`config.mk`:
```
export PLATFORM = sky130hd
export DESIGN_NAME = mult_seq_ctrl
export DESIGN_NICKNAME = d
export VERILOG_FILES = /design/src/rtl/mult_pkg.sv /design/src/rtl/mult_step_cnt.sv /design/src/rtl/mult_seq_ctrl.sv
export SDC_FILE = /design/constraint.sdc
export NUM_CORES = 1
export LEC_CHECK = 0
export ABC_AREA = 1
export CAP_MARGIN = 20
export CORE_AREA = 2 2 39 41
export DETAILED_ROUTE_END_ITERATION = 10
export DIE_AREA = 0 0 41 43
export HOLD_SLACK_MARGIN = 0.15
export PLACE_DENSITY = 0.77
export SYNTH_ARGS = -nofsm -noshare
export SYNTH_HDL_FRONTEND = slang
export SYNTH_SLANG_ARGS = --single-unit
```
`constraint.sdc`:
```
create_clock -name clk -period 4.22 [get_ports clk]
set_clock_uncertainty 0.05 [all_clocks]
set_input_delay 1.266 -clock clk [delete_from_list [all_inputs] [get_ports clk]]
set_output_delay 1.266 -clock clk [all_outputs]
set_load 0.01 [all_outputs]
```
`src/rtl/mult_pkg.sv`:
```
// Shared types and default sizing for the hex multiplier sequencing logic.
package mult_pkg;

    typedef enum logic [1:0] {
        IDLE = 2'd0,
        RUN  = 2'd1,
        HOLD = 2'd2
    } mult_seq_state_t;

    localparam int DEF_NUM_STEPS = 6;
    localparam int DEF_ADD_STEPS = 5;
    localparam int DEF_MUX_STEPS = 4;

endpackage

```
`src/rtl/mult_step_cnt.sv`:
```
// Step counter with clear > load-to-one > increment > hold priority.
// The next count is exported so the controller can decode registered strobes from it.
module mult_step_cnt #(
    parameter int W = 3
) (
    input  logic         clk,
    input  logic         rst_n,
    input  logic         clr_i,
    input  logic         load_i,
    input  logic         inc_i,
    output logic [W-1:0] cnt_o,
    output logic [W-1:0] cnt_nxt_o
);

    logic [W-1:0] cnt_q;
    logic [W-1:0] cnt_d;

    // NOTE: every signal driven from always_comb gets a default first so no latch is inferred.
    always_comb begin
        cnt_d = cnt_q;
        if (clr_i) begin
            cnt_d = '0;
        end else if (load_i) begin
            cnt_d = W'(1);
        end else if (inc_i) begin
            cnt_d = cnt_q + W'(1);
        end
    end

    // NOTE: sequential state uses non-blocking assignments so all flops update together.
    always_ff @(posedge clk or negedge rst_n) begin
        if (!rst_n) begin
            cnt_q <= '0;
        end else begin
            cnt_q <= cnt_d;
        end
    end

    assign cnt_o     = cnt_q;
    assign cnt_nxt_o = cnt_d;

endmodule

```
`src/rtl/mult_seq_ctrl.sv`:
```
// Sequencing controller for the multiplier datapath: runs NUM_STEPS steps and opens
// adder/mux enable windows, with pause on enable, synchronous abort and back-to-back restart.
module mult_seq_ctrl
    import mult_pkg::*;
#(
    parameter int NUM_STEPS = DEF_NUM_STEPS,
    parameter int ADD_STEPS = DEF_ADD_STEPS,
    parameter int MUX_STEPS = DEF_MUX_STEPS,
    parameter int STEP_W    = $clog2(NUM_STEPS + 1)
) (
    input  logic              clk,
    input  logic              rst_n,
    input  logic              start,
    input  logic              enable,
    input  logic              abort,
    output logic              busy,
    output logic [STEP_W-1:0] step,
    output logic              adder_en,
    output logic              mux_en,
    output logic              done,
    output logic              err_start
);

    localparam logic [STEP_W-1:0] LAST_STEP = STEP_W'(NUM_STEPS);
    localparam logic [STEP_W-1:0] ADD_LAST  = STEP_W'(ADD_STEPS);
    localparam logic [STEP_W-1:0] MUX_LAST  = STEP_W'(MUX_STEPS);

    mult_seq_state_t   state_q, state_d;
    logic [STEP_W-1:0] step_q, step_d;
    logic              cnt_clr, cnt_load, cnt_inc;
    logic              err_d;
    logic              busy_q, adder_q, mux_q, done_q, err_q;

    mult_step_cnt #(.W(STEP_W)) u_step_cnt (
        .clk       (clk),
        .rst_n     (rst_n),
        .clr_i     (cnt_clr),
        .load_i    (cnt_load),
        .inc_i     (cnt_inc),
        .cnt_o     (step_q),
        .cnt_nxt_o (step_d)
    );

    always_comb begin
        state_d  = state_q;
        cnt_clr  = 1'b0;
        cnt_load = 1'b0;
        cnt_inc  = 1'b0;
        err_d    = 1'b0;
        if (abort) begin
            state_d = IDLE;
            cnt_clr = 1'b1;
        end else begin
            unique case (state_q)
                IDLE: begin
                    if (start && enable) begin
                        state_d  = RUN;
                        cnt_load = 1'b1;
                    end else begin
                        cnt_clr = 1'b1;
                    end
                end
                RUN: begin
                    if (step_q < LAST_STEP) begin
                        err_d = start;
                        if (enable) begin
                            cnt_inc = 1'b1;
                        end else begin
                            state_d = HOLD;
                        end
                    end else if (start && enable) begin
                        cnt_load = 1'b1;
                    end else begin
                        state_d = IDLE;
                        cnt_clr = 1'b1;
                    end
                end
                HOLD: begin
                    // The paused step already executed, so resuming moves straight to the next one.
                    err_d = start;
                    if (enable) begin
                        state_d = RUN;
                        cnt_inc = 1'b1;
                    end
                end
                default: begin
                    state_d = IDLE;
                    cnt_clr = 1'b1;
                end
            endcase
        end
    end

    // Strobes decode the next state/step so they line up with the registered step value.
    always_ff @(posedge clk or negedge rst_n) begin
        if (!rst_n) begin
            state_q <= IDLE;
            busy_q  <= 1'b0;
            adder_q <= 1'b0;
            mux_q   <= 1'b0;
            done_q  <= 1'b0;
            err_q   <= 1'b0;
        end else begin
            state_q <= state_d;
            busy_q  <= (state_d != IDLE);
            adder_q <= (state_d == RUN) && (step_d != '0) && (step_d <= ADD_LAST);
            mux_q   <= (state_d == RUN) && (step_d != '0) && (step_d <= MUX_LAST);
            done_q  <= (state_d == RUN) && (step_d == LAST_STEP);
            err_q   <= err_d;
        end
    end

    assign busy      = busy_q;
    assign step      = step_q;
    assign adder_en  = adder_q;
    assign mux_en    = mux_q;
    assign done      = done_q;
    assign err_start = err_q;

endmodule

```
After elaboration in Yosys (flattened, before gate mapping):

Index checks and enable logic that the tools add are counted.

* input port bits: 5
* register bits: 10
* output and inout port bits: 8

* $add $sub $neg: 1
* equality and inequality tests: 4
* muxes and demuxes: 25
* $lt $le $gt $ge: 3
* reduce and logical (&&, ||, !) cells: 8

Operators with widths (number)
* $mux 2: 6
* $mux 1: 11
* $mux 3: 3
* $le 3x3->1 const B: 2
* $pmux 1 s2: 3
* $pmux 2 s3: 1
* $logic_and 1x1->1: 5
* $eq 2x1->1 const B: 2
* $add 3x1->3 const B: 1
* $eq 3x3->1 const B: 1
* $lt 3x3->1 const B: 1
* $pmux 1 s3: 1
* $reduce_bool 3->1: 1
* $eq 2x2->1 const B: 1
* $logic_not 2->1: 1
* $reduce_bool 2->1: 1

Logic depth before layout (Yosys ltp):

* depth after elaboration: 10
* mapped depth: 11

Modules after synthesis:

A second synthesis with hierarchy kept.

* cells, all modules: 85
* area, all modules: 633.1 um2

By module, submodules not included
* mult_seq_ctrl: area each 476.7 um2, instances 1, cells an instance 64
* mult_step_cnt: area each 156.4 um2, instances 1, cells an instance 21

Least setup slack after synthesis:

OpenSTA, ideal clock, no wires.

* kind: input -> register
* start point: in abort
* end point: reg done_q (netlist: done)
* data required time: 4101 ps
* data arrival time: 2010 ps
* stages on the path: 7
* path slack: 2092 ps
* buffers on the path: 0
* cells stage by stage: nor2_1 -> inv_1 -> nor2_8 -> nand3_2 -> nor2_2 -> nand2_1 -> nor2_2

* cells in the longest elaborated chain, start to end: 6
* elaborated cells between the ends (all ways): 10
* those cells by class: eq/ne: 2; mux: 7; reduce/logical: 1

Ends and longest elaborated chain
* start: declaration: RTL line mult_seq_ctrl.sv:15 `input logic abort,`
* $mux 1: RTL line mult_seq_ctrl.sv:50 `if (abort) begin`
* $mux 3: RTL line mult_step_cnt.sv:25 `end else if (inc_i) begin`
* $mux 3: RTL line mult_step_cnt.sv:23 `end else if (load_i) begin`
* $mux 3: RTL line mult_step_cnt.sv:21 `if (clr_i) begin`
* $eq 3x3->1: RTL line mult_seq_ctrl.sv:108 `done_q <= (state_d == RUN) && (step_d == LAST_STEP);`
* $logic_and 1x1->1 (*): RTL line mult_seq_ctrl.sv:108
* end signal: assignment: RTL line mult_seq_ctrl.sv:108
* end: declaration: RTL line mult_seq_ctrl.sv:32 `logic busy_q, adder_q, mux_q, done_q, err_q;`

Every way passes the cells marked *; elsewhere a longest branch is shown, timed or not.

Worst setup path after layout:

* start point: reg u_step_cnt.cnt_q[2] (netlist: u_step_cnt.cnt_o[2])
* end point: out step[2]

RTL lines
* start: declaration: RTL line mult_step_cnt.sv:15 `logic [W-1:0] cnt_q;`
* start signal: assignment: RTL line mult_step_cnt.sv:35 `cnt_q <= cnt_d;`
* end: declaration: RTL line mult_seq_ctrl.sv:17 `output logic [STEP_W-1:0] step,`

No word-level cell between the ends.

==> flow_summary.yaml <==
clock_tree:
  ctsLongestPathBuffers: 2
  cts_made_buffers: 3
  post_cts_buffers: 0
  insertion_delay_ps: 250
  hold_buffers: 0
  cts_tree: "built"
  clock-sinks: 10
  cts_root_buffer: "clkbuf_4"
  path_clk_slew_ps: 60
  cts_resized: 0
  h-tree-depth: 1
worst_setup_path:
  crit_family: "buffers and inverters"
  slowest_stage: "clkdlybuf4s50_1"
  rr_endpoint: "done$_DFF_PN0_"
  reg2reg_depth: 10
  critPathKind: "register to output pin"
  crit_chain: "clkdlybuf4s50_1"
  path_max_fanout: 6
  cp_slowest_stage_delay_ps: 570
  cp-end-kind: "output pin"
  cp.depth: 1
  required_ps: 2900
  cp_num_buf_inv: 1
  worstPathArrival_ps: 1250
  start_kind: "register"
  rr_startpoint: "state_q[0]$_DFF_PN0_"
  crit_start: "u_step_cnt.cnt_o[2]$_DFF_PN0_"
  regToRegSetupSlack_ps: 2520
global_routing:
  grt_max_degree: 11
  grt_pass1_vias: 550
  grt.overflow.total: 0
  grt_util_all_layers_pct: 18.18
  grt_pass1_wl_um: 2111
  antenna_found_initial: 0
pwr:
  ir_drop_mv: 0.1729
  power_frac_comb_pct: 23.5
  p_per_area_nw_per_um2: 259.9
  clkPwrFrac_pct: 27.9
  sequentialPowerShare_pct: 48.6
  leakage_nw: 0.4444
  p_sw_uw: 60.62
  switching_share_pct: 28.50
  internal_power_uw: 152.1
drt:
  post_drt_via_cell_ratio: 4.912
  dr.pass1.iters: 4
  wl_per_cell_um: 10.61
  ant_nets: 0
  num_vias: 555
  initialDrtViolationCount: 12
  routed_wl_um: 1199
  drc: 0
sta:
  rsz0062_at_grt: "no"
  hold_viol: 0
  slew_headroom_pct: 71.34
  clock.fmax_mhz: 389.2
  setup_ws_ps: 1651
  fin_tns_setup_ps: 0
  fin_crit_ps: 2569
  worstMarginPinSlew_ps: 428.5
  finalSetupViolCount: 0
  slew_viol_final: 0
  post-route-period-util_pct: 60.89
synthesis:
  seq_area_frac_synth_pct: 38.17
  ys_seq_elements: 10
  synth_top_cell_by_area: "dfrtp_1"
  ys.flop_type: "dfrtp_1"
  syn_area_um2: 655.6
  synth_top_area_share_pct: 38.17
  ys_types: 18
  synthCells: 82
  yosysMostFrequentCell: "nand2_1"
  async_reset_ff_share_pct: 100.0
  synth-edff-count: 0
  synthTopCellsByArea: "dfrtp_1 (38%), nand2_1 (9.7%), ha_1 (9.5%)"
  syn_nets: 92
  synth.top_cells.by_count: "nand2_1 (17), inv_1 (15), dfrtp_1 (10)"
  ys_warn_count: 0
  avgSynthCellArea_um2: 7.995
finish:
  drive_above_1_share_pct: 18.56
  area_delta_synth_final_pct: 24.81
  nFillCells: 134
  nets: 109
  num_antenna_cells: 0
  fin_util_pct: 59.13
min_path:
  hp-start: "u_step_cnt.cnt_o[0]$_DFF_PN0_"
  hp-class: "register to register"
  min_to: "u_step_cnt.cnt_o[0]$_DFF_PN0_"
  holdPathStages: 4
flow_run:
  maxCapViolCount: 0
floorplan:
  die_area_um2: 1763
  num_rows: 14
  pin_count: 13
  dieWidth_um: 41
  initial_core_util_pct: 47.38
  core_area_um2: 1384
  die_h_um: 43
placement:
  preCtsSetupSlack_ps: 1483
  place.gp.congestion: 0.8237
  place_hpwl_um: 1024
  portBuffers: 12
run_status:
  status: "finished clean"
-- cells by family after synthesis --
kind of cell    synth area share (%)
buf+inv                        9.733
flops                          38.17
simple gates                   36.26
compound gates                 6.298
fa+ha+maj                      9.542
-- layout make-up --
type	count	area, µm²	area share, %
Tap cell	16	20.02	2.446
Inverter	17	63.81	7.798
Clock buffer	3	22.52	2.752
Multi-Input combinational cell	55	341.6	41.74
Timing Repair Buffer	12	120.1	14.68
Sequential cell	10	250.2	30.58
-- power by group through the flow --
stage | registers, mW | logic, mW | clock network [mW]
final | 0.103 | 0.0500 | 0.0593
after global routing | 0.104 | 0.0559 | 0.0706
after CTS | 0.103 | 0.0503 | 0.0636
after detailed placement | 0.105 | 0.0502 | 0
after global placement | 0.105 | 0.0492 | 0
after floorplan | 0.105 | 0.0323 | 0
-- sequential cells by signal (all words and copies together), names as in the netlist --
name,count
done,1
adder_en,1
u_step_cnt.cnt_o,3
busy,1
state_q,2
err_start,1
mux_en,1
-- routing by layer --
metal | up-vias | track usage, % | routed length [µm]
met1 | 259 | 21.09 | 531
met2 | 13 | 28.75 | 620
met4 | 0 | 8.000 | 0
met3 | 0 | 6.283 | 47
met5 | - | 0 | 0
li1 | 283 | - | -
-- cells in the final DEF (no fill, tap or decap), drive strengths merged --
master / count
nand2: 23
inv: 17
dfrtp: 10
nand3b: 1
nor2: 10
o21ai: 3
clkdlybuf4s50: 12
ha: 5
o221ai: 1
clkbuf: 3
o211ai: 1
nand3: 9
a21oi: 2
-- worst max-delay path by stage --
stage | endpoint | slack [ps]
finish | step[2] | 1650
detailed placement | done$_DFF_PN0_ | 1480
floorplan | done$_DFF_PN0_ | 2090
global route | step[2] | 1590
global placement | mux_en$_DFF_PN0_ | 1510
CTS | step[2] | 1640
-- through the flow --
stage          hold slack, ps  cells  power, mW  cell area [µm²]
4_1_cts                 676.4    113     0.2173            818.3
3_5_place_dp            662.0    110     0.1553            795.8
6_report                676.0    113     0.2127            818.3
3_3_place_gp            642.3    110     0.1543            795.8
2_1_floorplan           644.0     82     0.1378            655.6
5_1_grt                 731.5    113     0.2304            818.3
(Power assumes the default switching activity.)
